`config.mk`:
```
export PLATFORM = sky130hd
export DESIGN_NAME = universal_register
export DESIGN_NICKNAME = d
export VERILOG_FILES = /design/src/rtl/universal_register.sv
export SDC_FILE = /design/constraint.sdc
export NUM_CORES = 1
export LEC_CHECK = 0
export CAP_MARGIN = 0
export CORE_UTILIZATION = 35
export CTS_CLUSTER_SIZE = 8
export DETAILED_ROUTE_END_ITERATION = 10
export SYNTH_ARGS = -nofsm -noshare
export SYNTH_HDL_FRONTEND = slang
export SYNTH_SLANG_ARGS = --single-unit
```
`constraint.sdc`:
```
create_clock -name Clk -period 2.2 [get_ports Clk]
set_input_delay 0.22 -clock Clk [delete_from_list [all_inputs] [get_ports Clk]]
set_output_delay 0.22 -clock Clk [all_outputs]
set_load 0.01 [all_outputs]
```
`src/rtl/universal_register.sv`:
```
`default_nettype none
// +--------------------------------------------------------------------------+
// | Module      : universal_register                                         |
// | Description : WIDTH-bit register with hold/load/shift/rotate/count modes,|
// |               true and complement outputs, and a registered serial/carry |
// |               output. Define UNIVERSAL_REGISTER_PARITY_EN to add a       |
// |               registered Parity output.                                  |
// | Revision    : 1.0 - initial release                                      |
// +--------------------------------------------------------------------------+
module universal_register #(
  parameter int          WIDTH       = 8,
  parameter logic [31:0] RESET_VALUE = 32'd0
) (
  input  logic             Clk,
  input  logic             Rst,
  input  logic             En,
  input  logic [2:0]       Mode,
  input  logic [WIDTH-1:0] D,
  input  logic             SerIn,
  output logic [WIDTH-1:0] Q,
  output logic [WIDTH-1:0] notQ,
`ifdef UNIVERSAL_REGISTER_PARITY_EN
  output logic             Parity,
`endif
  output logic             ShiftOut
);

  localparam logic [WIDTH-1:0] c_RESET_Q = RESET_VALUE[WIDTH-1:0];

  localparam logic [2:0] c_MODE_HOLD = 3'b000;
  localparam logic [2:0] c_MODE_LOAD = 3'b001;
  localparam logic [2:0] c_MODE_SHL  = 3'b010;
  localparam logic [2:0] c_MODE_SHR  = 3'b011;
  localparam logic [2:0] c_MODE_ROL  = 3'b100;
  localparam logic [2:0] c_MODE_ROR  = 3'b101;
  localparam logic [2:0] c_MODE_INC  = 3'b110;
  localparam logic [2:0] c_MODE_DEC  = 3'b111;

  logic [WIDTH-1:0] r_q;
  logic             r_shiftOut;
  logic [WIDTH-1:0] w_nextQ;
  logic             w_nextShiftOut;

  always_comb begin
    w_nextQ        = r_q;
    w_nextShiftOut = r_shiftOut;
    case (Mode)
      c_MODE_HOLD: begin
        w_nextQ        = r_q;
        w_nextShiftOut = r_shiftOut;
      end
      c_MODE_LOAD: begin
        w_nextQ        = D;
        w_nextShiftOut = 1'b0;
      end
      c_MODE_SHL: begin
        w_nextQ        = {r_q[WIDTH-2:0], SerIn};
        w_nextShiftOut = r_q[WIDTH-1];
      end
      c_MODE_SHR: begin
        w_nextQ        = {SerIn, r_q[WIDTH-1:1]};
        w_nextShiftOut = r_q[0];
      end
      c_MODE_ROL: begin
        w_nextQ        = {r_q[WIDTH-2:0], r_q[WIDTH-1]};
        w_nextShiftOut = r_q[WIDTH-1];
      end
      c_MODE_ROR: begin
        w_nextQ        = {r_q[0], r_q[WIDTH-1:1]};
        w_nextShiftOut = r_q[0];
      end
      // Carry/borrow flags the wrap-around edge only.
      c_MODE_INC: begin
        w_nextQ        = r_q + {{(WIDTH-1){1'b0}}, 1'b1};
        w_nextShiftOut = &r_q;
      end
      c_MODE_DEC: begin
        w_nextQ        = r_q - {{(WIDTH-1){1'b0}}, 1'b1};
        w_nextShiftOut = ~|r_q;
      end
      default: begin
        w_nextQ        = r_q;
        w_nextShiftOut = r_shiftOut;
      end
    endcase
  end

  always_ff @(posedge Clk) begin
    if (Rst) begin
      r_q        <= c_RESET_Q;
      r_shiftOut <= 1'b0;
    end else if (En) begin
      r_q        <= w_nextQ;
      r_shiftOut <= w_nextShiftOut;
    end
  end

`ifdef UNIVERSAL_REGISTER_PARITY_EN
  // Parity is taken from the next-state value so it changes with Q.
  logic r_parity;

  always_ff @(posedge Clk) begin
    if (Rst) begin
      r_parity <= ^c_RESET_Q;
    end else if (En) begin
      r_parity <= ^w_nextQ;
    end
  end

  assign Parity = r_parity;
`endif

  assign Q        = r_q;
  assign notQ     = ~r_q;
  assign ShiftOut = r_shiftOut;

endmodule
`default_nettype wire

```
==> impl_results.md <==
* Status: finished, final reports clean
* Area of the core at 3053 um2
* Synth warn at 0
* Initial Util at 37.01%
* Sequential share of power at 29.7%
* CP most frequent cell: nor2_1
* Hold crit path type: reg2reg
* Total Power at 0.7662 mW
* Fin crit share at 88.30%
* Die area at 3459 um2
* CTS resizes at 0
* Drt initial violations at 55
* Post-synth top flop: dfxtp_1
* TritonCTS buffer count at 3
* Fin. max-slew vios at 0
* Vias in the first global route at 1330
* P_leak at 0.5990 nW
* Power Dens Cells at 476.2 nW/um2
* Crit-path cells: clkdlybuf4s50_1 > nand3_4 > xnor2_1 > ha_1 > nor2_1 > nor2_1 > o41ai_1 > o22ai_1 > nor4_1
* Syn Area/Cell at 7.532 um2
* Total clock sinks at 9
* Ports at 32
* P_int at 0.4599 mW
* Non-Filler Cell Area, Final at 1609 um2
* Remaining global-route overflow at 0
* CTS tree: built
* Initial antenna violation count at 0
* Sequential cell area fraction in the yosys report at 15.95%
* Vias at 1375
* DR pass1 iterations at 4
* GRT Util Overall at 24.13%
* Commonest cells after routing, fill and taps aside: clkdlybuf4s50_1, buf_4, nor2_1
* Worst-Skew Late Latency at 0.27 ns
* Clk slew on worst S/H paths at 0.08 ns
* Switching Share at 39.97%
* Placement Rows at 20
* Worst slew pin tran at 0.4584 ns
* Synth area leaders: dfxtp_1, nor2_1, inv_1
* H-tree Lvls at 1
* Post-synthesis async set-or-reset flop share at 0%
* Setup bufs post-CTS at 0
* Synth Cell Area at 1130 um2
* CP Launch Type: input pin
* Maximum vdd drop at 0.0003391 V
* Clock power frac at 19.4%
* Worst-path maximum fanout at 3
* Clock period minus worst slack at 1.943 ns
* Gp weighted congestion at 0.8792
* Largest net degree at the start of global routing at 18
* Worst setup margin at 0.2574 ns
* Logic gate share of total power at 50.9%
* WL final at 3745 um
* Die height at 58.82 um
* Reg2reg path depth at 5
* Worst relative slew slack at 69.40%
* Critical path required time at 2.39 ns
* WHS Path Cells at 1
* Critical path class: in2reg
* Detailed placer's ending HPWL at 2873 um
* Fmax at 514.8 MHz
* Area grow syn2layout at 42.41%
* Crit-path max cell delay at 0.57 ns
* Fin cells at 238
* Share of the synthesized area in the top cell type at 15.95%
* Fin. Hold Viols at 0
* Vias/cell at 5.777
* Inst Count DP at 234
* Routed len/inst at 15.74 um
* Antenna violation net count after detailed routing at 0
* Placed Area at 1583 um2
* Critical path's slowest cell: clkdlybuf4s50_1
* Root buf cell: clkbuf_4
* Share of cells above drive strength 1 at 20.10%
* Commonest non-fill, non-tap cell in the layout: clkdlybuf4s50_1
* Clock Path Buffers at 2
* Cts hold-fix bufs at 0
* Place WS at -0.03256 ns
* Final setup vio count at 0
* Cell taking the most area after synthesis: dfxtp_1
* Clock Skews at 0.001462 ns
* Distinct cells, synth at 57
* RSZ-0062 raised after global routing: no
* Max Cap Viol at 0
* Drt drc at 0
* Nets@finish at 211
* Final Util at 52.70%
* Die W at 58.82 um
* Port Buffers at 31
* EDFF count, synth at 0
* Flops & latches, synth at 9
* Crit. End Element: register
* First-pass GRT wire length at 6230 um
* Syn Inst Count at 150
* Ant diodes at 0
* Mapped Nets at 166
* Sw power at 0.3063 mW
* Arrival time worst endpoint at 2.13 ns
## cell usage after synthesis, types with 2 or more instances
master,number
a2111oi_0,2
a211oi_1,5
a21o_1,2
a21oi_1,6
a221oi_1,2
a311oi_1,3
and3_1,2
buf_2,5
buf_4,3
buf_6,2
clkbuf_1,3
dfxtp_1,9
inv_1,11
mux2i_1,4
nand2_1,9
nand2b_1,4
nand4_1,3
nor2_1,13
nor2b_1,2
nor3_1,3
nor3b_1,2
nor4_2,2
o211ai_1,4
o21ai_0,7
o22ai_1,5
or2_2,2
or3_1,3
xnor2_1,3
## worst max-delay path: cells and delay by family
family / cells / cell delay [ns]
simple gates: 4 / 0.53
buf+inv: 1 / 0.57
fa+ha+maj: 1 / 0.19
compound gates: 2 / 0.50
xor+xnor: 1 / 0.13
## state kept, by name (all words and copies together), names as in the netlist
| name | cells |
|---|---|
| Q | 8 |
| ShiftOut | 1 |
## per-layer routing
metal  vias to the layer above  share of wire (%)  GRT usage [%]
li1                        662                  -              -
met1                       649                 47          32.71
met2                        54                 45          37.18
met3                        10                6.1          5.934
met4                         0                2.0          8.163
met5                         -                  0              0
## metrics by stage
stage	hold slack, ns	TNS, ns
final	0.4912	0
after floorplan	0.3196	0
after global placement	0.4537	0
after global routing	0.5197	0
after detailed placement	0.4703	-0.03256
after CTS	0.4891	0
## final cells by class
type                            count  area (um2)
Inverter                           12       45.04
Fill cell                         318        1444
Clock buffer                        4       26.28
Sequential cell                     9       180.2
Timing Repair Buffer               54       483.0
Tap cell                           44       55.05
Multi-Input combinational cell    115       819.5
## kinds of logic after synthesis
kind of cell | share of synthesized area, %
AND/OR/NAND/NOR | 27.13
adder cells (fa/ha/maj) | 1.107
multiplexers | 3.544
buffers and inverters | 11.52
AO/OA/AOI/OAI | 37.66
XOR/XNOR | 3.101
flip-flops | 15.95
## final timing paths
path / from / to / slack (ns)
worst min register to register: ShiftOut / ShiftOut / 0.49
worst max-delay path: Mode[0] / Q[4] / 0.26
worst min-delay path: ShiftOut / ShiftOut / 0.49
worst max register to register: Q[2] / ShiftOut / 0.43
## power by group through the flow
stage / Clock, mW / Sequential (mW) / Combinational [mW]
floorplan: 0 / 0.216 / 0.228
detailed placement: 0 / 0.231 / 0.387
CTS: 0.149 / 0.227 / 0.389
global placement: 0 / 0.233 / 0.385
global route: 0.156 / 0.233 / 0.426
finish: 0.149 / 0.227 / 0.390
No activity file was read; power rests on OpenSTA's default activity.
